<file path="src/rtl/crack_pkg.sv">
// Shared definitions for the RC4 key-search engine: scheduler states,
// status LED encodings and the default key-space constants.
package crack_pkg;

    typedef enum logic [2:0] {
        ST_IDLE,
        ST_SEARCH,
        ST_DRAIN,
        ST_FOUND,
        ST_FAIL
    } crack_state_t;

    localparam logic [1:0] LED_OFF   = 2'b00;
    localparam logic [1:0] LED_FOUND = 2'b01;
    localparam logic [1:0] LED_FAIL  = 2'b10;

    localparam int          DEFAULT_KEY_W   = 24;
    localparam logic [23:0] DEFAULT_KEY_MAX = 24'h3FFFFF;

endpackage

</file>
<file path="src/rtl/rr_picker.sv">
// Combinational round-robin picker: grants the first set request at or
// after ptr, wrapping modulo N.
module rr_picker #(
    parameter int N     = 4,
    parameter int IDX_W = (N > 1) ? $clog2(N) : 1
) (
    input  logic [N-1:0]     req,
    input  logic [IDX_W-1:0] ptr,
    output logic [IDX_W-1:0] grant,
    output logic             valid
);

    // Scan from the farthest offset down so the nearest request wins.
    always_comb begin
        grant = '0;
        valid = 1'b0;
        for (int k = N - 1; k >= 0; k--) begin
            if (req[(int'(ptr) + k) % N]) begin
                grant = IDX_W'((int'(ptr) + k) % N);
                valid = 1'b1;
            end
        end
    end

endmodule

</file>
<file path="src/rtl/crack_scheduler.sv">
// Work-queue scheduler: hands fixed-size key chunks to idle cracking cores
// round-robin, aborts everything on the first hit and reports key/status.
module crack_scheduler
    import crack_pkg::*;
#(
    parameter int               NUM_CORES = 4,
    parameter int               KEY_W     = DEFAULT_KEY_W,
    parameter logic [KEY_W-1:0] KEY_MAX   = KEY_W'(DEFAULT_KEY_MAX),
    parameter logic [KEY_W-1:0] CHUNK     = KEY_W'(24'h010000)
) (
    input  logic                       clk,
    input  logic                       reset_n,
    input  logic                       start,
    output logic [NUM_CORES-1:0]       core_start,
    output logic [KEY_W-1:0]           chunk_first,
    output logic [KEY_W-1:0]           chunk_last,
    output logic                       core_abort,
    input  logic [NUM_CORES-1:0]       core_done,
    input  logic [NUM_CORES-1:0]       core_found,
    input  logic [NUM_CORES*KEY_W-1:0] core_key,
    output logic                       found,
    output logic [KEY_W-1:0]           key_out,
    output logic                       fail,
    output logic                       busy,
    output logic [1:0]                 status_led
);

    localparam int IDX_W  = (NUM_CORES > 1) ? $clog2(NUM_CORES) : 1;
    localparam int BASE_W = KEY_W + 1;

    localparam logic [BASE_W-1:0]  MAX_EXT   = {1'b0, KEY_MAX};
    localparam logic [BASE_W-1:0]  CHUNK_EXT = {1'b0, CHUNK};
    localparam logic [KEY_W+1:0]   MAX_WIDE  = {2'b00, KEY_MAX};
    localparam logic [KEY_W+1:0]   CHUNK_WD  = {2'b00, CHUNK};

    crack_state_t         state, state_nxt;
    logic [BASE_W-1:0]    next_base, next_base_nxt;
    logic [NUM_CORES-1:0] core_busy, core_busy_nxt;
    logic [IDX_W-1:0]     rr_ptr, rr_ptr_nxt;

    logic [NUM_CORES-1:0] core_start_nxt;
    logic [KEY_W-1:0]     chunk_first_nxt, chunk_last_nxt, key_out_nxt;
    logic                 core_abort_nxt, found_nxt, fail_nxt, busy_nxt;
    logic [1:0]           status_led_nxt;

    logic                 restart, searching, may_dispatch;
    logic [BASE_W-1:0]    eff_base;
    logic [NUM_CORES-1:0] eff_busy, found_req;
    logic [IDX_W-1:0]     eff_ptr, idle_grant, found_grant;
    logic                 idle_valid, found_valid;
    logic [KEY_W+1:0]     chunk_end;

    // A restart dispatches chunk 0 on the same edge, so the dispatch path
    // sees the post-restart base/busy/pointer rather than the registers.
    assign restart   = start && (state == ST_IDLE || state == ST_FOUND || state == ST_FAIL);
    assign searching = (state == ST_SEARCH) || (state == ST_DRAIN);
    assign eff_base  = restart ? '0 : next_base;
    assign eff_busy  = restart ? '0 : core_busy;
    assign eff_ptr   = restart ? '0 : rr_ptr;
    assign found_req = searching ? (core_found & core_busy) : '0;
    assign chunk_end = {1'b0, eff_base} + CHUNK_WD - (KEY_W+2)'(1);

    rr_picker #(.N(NUM_CORES), .IDX_W(IDX_W)) u_idle_pick (
        .req   (~eff_busy),
        .ptr   (eff_ptr),
        .grant (idle_grant),
        .valid (idle_valid)
    );

    rr_picker #(.N(NUM_CORES), .IDX_W(IDX_W)) u_found_pick (
        .req   (found_req),
        .ptr   (rr_ptr),
        .grant (found_grant),
        .valid (found_valid)
    );

    assign may_dispatch = (restart || (state == ST_SEARCH)) && !found_valid
                          && (eff_base <= MAX_EXT) && idle_valid;

    always_comb begin
        state_nxt       = state;
        next_base_nxt   = next_base;
        core_busy_nxt   = core_busy;
        rr_ptr_nxt      = rr_ptr;
        core_start_nxt  = '0;
        chunk_first_nxt = chunk_first;
        chunk_last_nxt  = chunk_last;
        core_abort_nxt  = 1'b0;
        found_nxt       = found;
        fail_nxt        = fail;
        key_out_nxt     = key_out;

        if (restart) begin
            core_abort_nxt = (state == ST_FOUND);
            found_nxt      = 1'b0;
            fail_nxt       = 1'b0;
            key_out_nxt    = '0;
            next_base_nxt  = '0;
            core_busy_nxt  = '0;
            rr_ptr_nxt     = '0;
            state_nxt      = ST_SEARCH;
        end else if (found_valid) begin
            key_out_nxt    = core_key[int'(found_grant)*KEY_W +: KEY_W];
            found_nxt      = 1'b1;
            core_abort_nxt = 1'b1;
            core_busy_nxt  = '0;
            state_nxt      = ST_FOUND;
        end else if (searching) begin
            core_busy_nxt = core_busy & ~core_done;
            if (state == ST_DRAIN && core_busy_nxt == '0) begin
                fail_nxt  = 1'b1;
                state_nxt = ST_FAIL;
            end
        end

        // Grant is drawn from the pre-done idle set, so a core that just
        // reported done waits one cycle before its next chunk.
        if (may_dispatch) begin
            core_start_nxt[idle_grant] = 1'b1;
            core_busy_nxt[idle_grant]  = 1'b1;
            chunk_first_nxt = eff_base[KEY_W-1:0];
            chunk_last_nxt  = (chunk_end > MAX_WIDE) ? KEY_MAX : chunk_end[KEY_W-1:0];
            next_base_nxt   = eff_base + CHUNK_EXT;
            rr_ptr_nxt      = (idle_grant == IDX_W'(NUM_CORES - 1)) ? '0
                                                                     : idle_grant + IDX_W'(1);
            if (next_base_nxt > MAX_EXT) begin
                state_nxt = ST_DRAIN;
            end
        end

        busy_nxt       = (state_nxt == ST_SEARCH) || (state_nxt == ST_DRAIN);
        status_led_nxt = found_nxt ? LED_FOUND : (fail_nxt ? LED_FAIL : LED_OFF);
    end

    always_ff @(posedge clk or negedge reset_n) begin
        if (!reset_n) begin
            state       <= ST_IDLE;
            next_base   <= '0;
            core_busy   <= '0;
            rr_ptr      <= '0;
            core_start  <= '0;
            chunk_first <= '0;
            chunk_last  <= '0;
            core_abort  <= 1'b0;
            found       <= 1'b0;
            fail        <= 1'b0;
            busy        <= 1'b0;
            key_out     <= '0;
            status_led  <= LED_OFF;
        end else begin
            state       <= state_nxt;
            next_base   <= next_base_nxt;
            core_busy   <= core_busy_nxt;
            rr_ptr      <= rr_ptr_nxt;
            core_start  <= core_start_nxt;
            chunk_first <= chunk_first_nxt;
            chunk_last  <= chunk_last_nxt;
            core_abort  <= core_abort_nxt;
            found       <= found_nxt;
            fail        <= fail_nxt;
            busy        <= busy_nxt;
            key_out     <= key_out_nxt;
            status_led  <= status_led_nxt;
        end
    end

endmodule
</file>
<file path="config.mk">
export PLATFORM = sky130hd
export DESIGN_NAME = crack_scheduler
export DESIGN_NICKNAME = d
export VERILOG_FILES = /design/src/rtl/crack_pkg.sv /design/src/rtl/rr_picker.sv /design/src/rtl/crack_scheduler.sv
export SDC_FILE = /design/constraint.sdc
export NUM_CORES = 1
export LEC_CHECK = 0
export CAP_MARGIN = 25
export CELL_PAD_IN_SITES_DETAIL_PLACEMENT = 1
export CELL_PAD_IN_SITES_GLOBAL_PLACEMENT = 2
export CORE_MARGIN = 2
export CORE_UTILIZATION = 30
export CTS_CLUSTER_SIZE = 40
export DETAILED_ROUTE_END_ITERATION = 7
export PLACE_DENSITY = 0.87
export SYNTH_ARGS = -nofsm -noshare
export SYNTH_HDL_FRONTEND = slang
export SYNTH_SLANG_ARGS = --single-unit
</file>
<file path="constraint.sdc">
create_clock -name clk -period 8.6 [get_ports clk]
set_input_delay 2.15 -clock clk [delete_from_list [all_inputs] [get_ports clk]]
set_output_delay 2.15 -clock clk [all_outputs]
set_load 0.05 [all_outputs]
</file>
==> flow_metrics.py, run 1 <==
metrics = {
    "status": {
        "outcome": "finished, final reports clean",
    },
    "yosys": {
        "yosys-mux-area-fraction": 0.108,
        "synth_compound_area_frac": 0.155,
        "syn_nets": 713,
        "yosys_most_used_dff": "dfrtp_1",
        "ys_seq_elements": 115,
        "yosys.area_share.simple": 0.171,
        "synthDistinctLibCells": 60,
        "yosysWarnings": 0,
        "synth_area_leaders": "dfrtp_1 (48%), mux2i_1 (8.7%), nand2_1 (4.8%)",
        "synth_top_family_by_area": "simple AND/OR/NAND/NOR gates",
        "synthCells": 597,
        "yosys.area.top_type": "dfrtp_1",
        "synth_edf_count": 0,
        "synthAdderAreaFrac": 0.0188,
        "synth_commonest_cells": "dfrtp_1 (115), nand2_1 (76), mux2i_1 (52)",
        "synthArstFlopShare": 1.00,
        "synth-xor-area-share": 0.0205,
        "yosysTopAreaCellShare": 0.481,
        "synth_most_common_cell": "dfrtp_1",
        "yosysSeqAreaShare": 0.481,
        "netlist_area_sq_um": 5980,
        "avgSynthCellArea_sq_um": 10.0,
    },
    "routing": {
        "dr.pass1.iters": 4,
        "via_per_inst": 5.17,
        "wirelength_um": 19900,
        "via_count": 5414,
        "drt_iter0_markers": 223,
        "drcViolationCount": 0,
        "postRouteAntennaNets": 0,
        "wl_per_cell_um": 19.0,
    },
    "hold_path": {
        "min_path_cells": 2,
        "hold_start": "chunk_first[14]",
        "min_path_type": "reg -> reg",
        "min_to": "chunk_first[14]",
    },
    "grt": {
        "grt_pass1_wl_um": 31700,
        "grt-ovfl-total": 0,
        "grt_max_degree": 85,
        "antenna_found_initial": 1,
        "grt_pass1_vias": 5873,
        "grt_usage": 0.189,
    },
    "cts": {
        "cts_resized": 0,
        "clk_pin_slew_worst_paths_ns": 0.06,
        "root_buffer": "clkbuf_16",
        "tritoncts": "done",
        "post_cts_buffers": 0,
        "cts_buffers": 17,
        "clk_latency_ns": 0.42,
        "cts_buffer_depth": 2,
        "postCtsHoldBufs": 0,
        "numClockSinks": 115,
        "htreeDepth": 4,
    },
    "placement": {
        "gp_congestion": 0.827,
        "place_hpwl_um": 14800,
        "io_buffers": 188,
    },
    "layout": {
        "drive_gt1_frac": 0.0946,
        "antenna_cells": 0,
        "area_delta_synth_final_pct": 45.8,
        "final_nets": 885,
    },
    "sta": {
        "setup_tns_ns": 0,
        "maxSlewViolCount": 0,
        "worstMarginPinSlew_ns": 0.878,
        "maxSlewHeadroom": 0.413,
        "min_period_over_period": 0.704,
        "setup_viol": 0,
        "fin_worst_skew_ns": 0.00686,
        "fmaxAchievable_ghz": 0.165,
        "rsz0062_at_grt": "false",
        "finalHoldViolCount": 0,
        "layout_min_cycle_time_ns": 6.05,
    },
    "worst_setup_path": {
        "worst-setup-path-type": "in -> reg",
        "r2r.worst_path.cells": 11,
        "end_kind": "flop",
        "reg2reg_slack_ns": 4.32,
        "r2r_start": "state[1]",
        "start_kind": "input port",
        "cp_max_fo": 28,
        "rr_endpoint": "chunk_last[19]",
        "required_ns": 8.86,
        "critPathArrivalTime_ns": 6.31,
    },
    "pwr": {
        "p_sw_w": 0.00110,
        "power_frac_comb": 0.440,
        "netSwitchingFraction": 0.424,
        "power.share.clock": 0.278,
        "cellPowerDensity_nw_per_um2": 299,
        "seq_power_share": 0.282,
        "power.total_w": 0.00261,
        "peakVddDrop_mv": 0.174,
        "leakage_nw": 3.65,
        "internal-power_w": 0.00150,
    },
    "floorplan": {
        "die_h_um": 145,
        "core_sq_um": 19500,
        "initial_core_util": 0.306,
        "ios": 189,
        "fp-row-count": 51,
        "dieArea_sq_um": 21100,
        "die-width_um": 145,
    },
    "run": {
        "maxCapViolations": 0,
    },
}
power by group through the flow:
stage / Combinational, W / Clock (W) / Sequential [W]
after global routing: 0.00124 / 0.000769 / 0.000750
final: 0.00115 / 0.000724 / 0.000735
after global placement: 0.00110 / 0 / 0.000738
after floorplan: 0.000519 / 0 / 0.000964
after detailed placement: 0.00115 / 0 / 0.000742
after CTS: 0.00116 / 0.000744 / 0.000735
cell type report:
| class | instances | area (sq um) |
|---|---|---|
| Inverter | 19 | 71.3 |
| Fill cell | 2229 | 10800 |
| Clock inverter | 15 | 181 |
| Sequential cell | 115 | 2880 |
| Timing Repair Buffer | 196 | 1970 |
| Tap cell | 265 | 332 |
| Multi-Input combinational cell | 420 | 2860 |
| Clock buffer | 17 | 425 |
sequential cells by signal, summed over array words and instances, names as in the netlist:
register and flops:
next_base 25, chunk_first 24, chunk_last 24, key_out 24
core_busy 4, core_start 4, state 3, rr_ptr 2
status_led 2, busy 1, core_abort 1, fail 1
cell usage in the layout (no fill, tap or decap), types with 3 or more instances in the layout:
| master | count |
|---|---|
| a211oi_1 | 3 |
| a21oi_1 | 11 |
| a31o_2 | 4 |
| a31oi_1 | 18 |
| and2_1 | 10 |
| and3_1 | 12 |
| buf_4 | 7 |
| bufinv_16 | 3 |
| clkbuf_16 | 17 |
| clkdlybuf4s50_1 | 187 |
| clkinvlp_4 | 5 |
| dfrtp_1 | 115 |
| ha_1 | 9 |
| inv_1 | 19 |
| inv_6 | 3 |
| mux2_2 | 11 |
| mux2i_1 | 52 |
| nand2_1 | 76 |
| nand3_1 | 12 |
| nand4_1 | 8 |
| nor2_1 | 39 |
| nor3_1 | 6 |
| nor4_1 | 9 |
| o21a_1 | 3 |
| o21ai_0 | 31 |
| o221ai_1 | 27 |
| o22ai_1 | 3 |
| o31ai_1 | 4 |
| or2_2 | 4 |
| or3_1 | 7 |
| or4_1 | 5 |
| xnor2_1 | 8 |
| xor2_1 | 6 |
logic make-up after synthesis:
logic type | count (synthesis)
flops | 115
simple gates | 204
fa+ha+maj | 9
buf+inv | 62
mux | 63
compound gates | 130
xor+xnor | 14
worst max-delay path, stage by stage:
cell and delay [ns]:
clkdlybuf4s50_1 0.55, nor3b_1 0.45, nor2_2 0.08, buf_4 0.24
nand2_1 0.18, ha_1 0.57, or3b_2 0.53, nor4_4 0.29
o221ai_2 0.19, nor4b_4 0.46, or2_1 0.42, a41oi_1 0.17
routing by layer:
layer | part of all wire | vias up | global-route usage
li1 | - | 2529 | -
met1 | 0.42 | 2684 | 0.229
met2 | 0.49 | 161 | 0.312
met3 | 0.065 | 40 | 0.0642
met4 | 0.027 | 0 | 0.0730
met5 | 0 | - | 0
how the worst max path moves through the flow:
| stage | start | endpoint |
|---|---|---|
| global placement | start | chunk_last[19] |
| finish | start | chunk_last[19] |
| CTS | start | chunk_last[19] |
| detailed placement | start | chunk_last[19] |
| global route | start | chunk_last[19] |
| floorplan | start | chunk_last[3] |
metrics by stage:
stage	setup WS, ns	std cells	hold slack [ns]	utilization	instance area [sq um]
6_report	2.55	1047	0.480	0.446	8720
3_3_place_gp	2.35	1013	0.463	0.413	8060
2_1_floorplan	3.48	597	0.514	-	5980
4_1_cts	2.55	1046	0.489	0.445	8690
3_5_place_dp	2.11	1014	0.474	0.414	8080
5_1_grt	2.26	1047	0.510	0.446	8720
Power figures use the tool's default switching activity.
==> run 2, diff against run 1 <==
Settings changed: CORE_UTILIZATION 30 to 25, PLACE_DENSITY 0.87 to 0.77.
Clock period 8.6 ns to 4.95 ns, I/O delays scaled along.
==> flow_metrics.py, run 2 (synthesized netlist as in run 1, its figures left out) <==
metrics = {
    "grt": {
        "antenna_found_initial": 2,
        "grt-ovfl-total": 0,
        "grt_max_degree": 58,
        "grt_usage": 0.163,
        "grt_pass1_vias": 5753,
        "grt_pass1_wl_um": 31600,
    },
    "worst_setup_path": {
        "endpoint": "chunk_last[19]",
        "start_kind": "input port",
        "worst-setup-path-type": "in -> reg",
        "cp_max_fo": 11,
        "critPathArrivalTime_ns": 4.76,
        "required_ns": 5.22,
        "r2r.worst_path.cells": 12,
        "end_kind": "flop",
        "crit_path_start": "start",
        "rr_endpoint": "chunk_last[19]",
        "r2r_start": "state[0]",
        "reg2reg_slack_ns": 1.21,
    },
    "cts": {
        "cts_buffers": 17,
        "tritoncts": "done",
        "clk_pin_slew_worst_paths_ns": 0.06,
        "cts_buffer_depth": 2,
        "postCtsHoldBufs": 0,
        "root_buffer": "clkbuf_16",
        "numClockSinks": 115,
        "cts_resized": 0,
        "htreeDepth": 4,
        "post_cts_buffers": 0,
        "clk_latency_ns": 0.42,
    },
    "sta": {
        "min_period_over_period": 0.907,
        "setup_tns_ns": 0,
        "maxSlewViolCount": 0,
        "fin_worst_skew_ns": 0.0146,
        "layout_min_cycle_time_ns": 4.49,
        "worstMarginPinSlew_ns": 0.989,
        "fmaxAchievable_ghz": 0.223,
        "rsz0062_at_grt": "false",
        "finalHoldViolCount": 0,
        "setup_viol": 0,
        "maxSlewHeadroom": 0.339,
    },
    "floorplan": {
        "die-width_um": 159,
        "ios": 189,
        "initial_core_util": 0.255,
        "core_sq_um": 23500,
        "fp-row-count": 56,
        "die_h_um": 159,
        "dieArea_sq_um": 25200,
    },
    "status": {
        "outcome": "finished, final reports clean",
    },
    "routing": {
        "via_count": 5284,
        "drcViolationCount": 0,
        "wl_per_cell_um": 17.9,
        "postRouteAntennaNets": 0,
        "drt_iter0_markers": 186,
        "wirelength_um": 19900,
        "dr.pass1.iters": 4,
        "via_per_inst": 4.76,
    },
    "layout": {
        "layout_common_cells": "clkdlybuf4s50_1 (187), dfrtp_1 (115), nand2_1 (76)",
        "final_common_cell": "clkdlybuf4s50_1",
        "top_register": "next_base",
        "final_nets": 894,
        "drive_gt1_frac": 0.105,
        "largest_reg_flops": 25,
        "area_delta_synth_final_pct": 48.3,
        "n_fill_cell": 2636,
    },
    "pwr": {
        "leakage_nw": 3.70,
        "cellPowerDensity_nw_per_um2": 518,
        "power.total_w": 0.00459,
        "peakVddDrop_mv": 0.282,
    },
    "placement": {
        "gp_congestion": 0.817,
        "io_buffers": 188,
        "place_hpwl_um": 14700,
    },
    "hold_path": {
        "min_path_type": "reg -> reg",
        "min_path_cells": 2,
    },
    "run": {
        "maxCapViolations": 0,
    },
}
[run 2: changes by cell type in the layout (fill, tap and decap cells not counted)]
cell and delta:
buf_12 +2, diode_2 +1, buf_4 +8, buf_16 -1
clkinvlp_4 -1, clkinv_2 -1, clkinv_4 +1, clkbuf_8 +1
[run 2: routing by layer]
layer | vias up | global-route usage | wire (um)
met2 | 127 | 0.262 | 9540
met1 | 2606 | 0.208 | 8870
li1 | 2539 | - | -
met5 | - | 0 | 0
met4 | 0 | 0.0472 | 205
met3 | 12 | 0.0569 | 1280
[run 2: power by group]
group,internal (W),switching [W],total (W)
logic,0.000739,0.00130,0.00204
clock network,0.000810,0.000470,0.00128
registers,0.00112,0.000152,0.00127
[run 2: area by class of cell]
cell class	instances	area, sq um	area share
clock inverters	14	178	0.0200
clock buffers	18	439	0.0495
well taps	319	399	0.0450
flip-flops and latches	115	2880	0.324
inverters	19	71.3	0.00804
repair buffers	205	2040	0.230
diodes	1	2.50	0.000282
multi-input cells	420	2860	0.322
[run 2: worst min-delay path by stage]
stage                      end             from
2_1_floorplan    next_base[14]    next_base[14]
3_3_place_gp   chunk_first[14]  chunk_first[14]
3_5_place_dp   chunk_first[23]  chunk_first[23]
4_1_cts        chunk_first[19]  chunk_first[19]
5_1_grt        chunk_first[19]  chunk_first[19]
6_report       chunk_first[19]  chunk_first[19]
[run 2: critical path, stage by stage]
cell             delay, ns
clkdlybuf4s50_1       0.47
and4b_1               0.24
nor2_2                0.33
buf_4                 0.21
nand2_1               0.07
inv_1                 0.11
ha_1                  0.20
nand4_1               0.20
or2_2                 0.37
o31a_1                0.28
nor4b_4               0.41
or2_1                 0.43
a41oi_1               0.18
[run 2: through the flow]
stage / setup slack (ns) / area (sq um) / hold slack [ns] / utilization / cells
CTS: 0.489 / 8870 / 0.489 / 0.378 / 1110
global route: 0.167 / 8870 / 0.513 / 0.378 / 1110
detailed placement: 0.0430 / 8250 / 0.476 / 0.351 / 1078
global placement: 0.170 / 8250 / 0.465 / 0.351 / 1078
finish: 0.459 / 8870 / 0.479 / 0.378 / 1111
floorplan: 0.745 / 5980 / 0.514 / - / 597
==> run 3, diff against run 2 <==
Settings changed: REMOVE_ABC_BUFFERS from default to 1, SLEW_MARGIN from default to 40.
==> flow_metrics.py, run 3 (synthesized netlist as in run 1, its figures left out) <==
metrics = {
    "sta": {
        "setup_viol": 0,
        "maxSlewViolCount": 0,
        "worstMarginPinSlew_ns": 0.745,
        "finalHoldViolCount": 0,
        "layout_min_cycle_time_ns": 4.40,
        "fin_worst_skew_ns": 0.00759,
        "maxSlewHeadroom": 0.500,
        "fmaxAchievable_ghz": 0.228,
        "min_period_over_period": 0.888,
        "whs_ns": 0.476,
        "rsz0062_at_grt": "false",
        "setup_tns_ns": 0,
    },
    "routing": {
        "wirelength_um": 20700,
        "wl_per_cell_um": 18.6,
        "via_per_inst": 4.73,
        "via_count": 5256,
        "dr.pass1.iters": 4,
        "postRouteAntennaNets": 0,
        "drcViolationCount": 0,
        "drt_iter0_markers": 218,
    },
    "floorplan": {
        "core_sq_um": 23500,
        "fp-row-count": 56,
        "die_h_um": 159,
        "die-width_um": 159,
        "dieArea_sq_um": 25200,
        "initial_core_util": 0.255,
        "ios": 189,
    },
    "placement": {
        "placed_cells_incl_taps": 1079,
        "io_buffers": 188,
        "place_hpwl_um": 15600,
        "gp_congestion": 0.784,
    },
    "grt": {
        "grt_pass1_wl_um": 31500,
        "antenna_found_initial": 0,
        "grt_usage": 0.165,
        "grt_pass1_vias": 5381,
        "grt_max_degree": 64,
        "grt-ovfl-total": 0,
    },
    "run": {
        "maxCapViolations": 0,
    },
    "pwr": {
        "netSwitchingFraction": 0.413,
        "leakage_nw": 3.72,
        "power_frac_comb": 0.443,
        "p_sw_w": 0.00188,
        "cellPowerDensity_nw_per_um2": 512,
        "internal-power_w": 0.00267,
        "power.total_w": 0.00455,
        "seq_power_share": 0.280,
        "power.share.clock": 0.277,
        "peakVddDrop_mv": 0.252,
    },
    "cts": {
        "numClockSinks": 115,
        "cts_resized": 0,
        "cts_buffers": 17,
        "postCtsHoldBufs": 0,
        "tritoncts": "done",
        "post_cts_buffers": 0,
        "clk_pin_slew_worst_paths_ns": 0.05,
        "clk_latency_ns": 0.42,
        "htreeDepth": 4,
        "root_buffer": "clkbuf_16",
        "cts_buffer_depth": 2,
    },
    "layout": {
        "fin_util": 0.378,
        "n_fill_cell": 2623,
        "final_nets": 896,
        "area_delta_synth_final_pct": 48.5,
        "top_register": "next_base",
        "antenna_cells": 0,
        "layout_common_cells": "clkdlybuf4s50_1 (187), dfrtp_1 (115), nand2_1 (75)",
        "drive_gt1_frac": 0.107,
        "largest_reg_flops": 25,
        "regArea_sq_um": 2880,
        "fin_cells": 1112,
        "final_common_cell": "clkdlybuf4s50_1",
        "multi_input_area_sq_um": 2870,
    },
    "worst_setup_path": {
        "cp_max_fo": 11,
        "worst-setup-path-type": "in -> reg",
        "start_kind": "input port",
        "required_ns": 5.21,
        "critPathArrivalTime_ns": 4.66,
        "end_kind": "flop",
        "critPathMaxStageDelay_ns": 0.53,
        "path_cells": "clkdlybuf4s50_1 > nor3b_1 > nor2_2 > nand2_1 > ha_1 > or3b_2 > nor4_4 > o221ai_2 > nor4b_4 > or2_1 > a41oi_1",
        "critPathBufInv": 1,
        "crit_family": "simple AND/OR/NAND/NOR gates",
        "cp_slowest_cell": "clkdlybuf4s50_1",
    },
    "hold_path": {
        "min_path_type": "reg -> reg",
    },
    "status": {
        "outcome": "finished, final reports clean",
    },
}
-- run 3: changes by cell type in the layout (fill, tap and decap cells not counted), moves of 2 or more --
cell,before,now
clkbuf_1,0,2
clkbuf_8,1,3
clkinv_2,1,5
clkinv_4,3,0
clkinvlp_4,4,2
inv_6,3,0
-- run 3: layer usage --
layer,global-route usage,vias up,wire [um],share of wire
met1,0.232,2617,9530,0.46
met5,0,-,0,0
met4,0.0532,0,297,0.014
met2,0.256,79,10200,0.49
met3,0.0310,19,650,0.031
li1,-,2541,-,-
-- run 3: tightest hold or removal path: stages (launching register included) --
cell     delay [ns]
dfrtp_1        0.34
nand2_1        0.04
o21ai_0        0.06
-- run 3: cell type report --
type,count,area share
Clock buffer,22,0.0534
Clock inverter,10,0.0146
Tap cell,319,0.0449
Timing Repair Buffer,207,0.232
Sequential cell,115,0.324
Multi-Input combinational cell,420,0.323
Inverter,19,0.00803
-- run 3: power by group through the flow --
stage | registers [W] | clock network [W] | logic [W]
after detailed placement | 0.00129 | 0 | 0.00203
final | 0.00128 | 0.00126 | 0.00202
after CTS | 0.00128 | 0.00129 | 0.00204
after global placement | 0.00129 | 0 | 0.00202
after floorplan | 0.00171 | 0 | 0.000837
after global routing | 0.00130 | 0.00133 | 0.00219
-- run 3: through the flow --
step / setup slack, ns / cell area (sq um)
global route: 0.218 / 8880
finish: 0.555 / 8880
detailed placement: 0.107 / 8260
global placement: 0.278 / 8260
floorplan: -2.45 / 5780
CTS: 0.546 / 8870
-- run 3: final timing paths --
| check | startpoint | end | slack [ns] | depth (start not counted) |
|---|---|---|---|---|
| setup / recovery | start | chunk_last[19] | 0.55 | 11 |
| hold / removal | chunk_first[14] | chunk_first[14] | 0.48 | 2 |
| setup reg to reg | state[0] | chunk_last[19] | 1.30 | 11 |
| hold reg to reg | chunk_first[14] | chunk_first[14] | 0.48 | 2 |
| max in group asynchronous | reset_n | chunk_first[21] | 3.32 | 2 |
| min in group asynchronous | reset_n | chunk_last[9] | 0.80 | 1 |
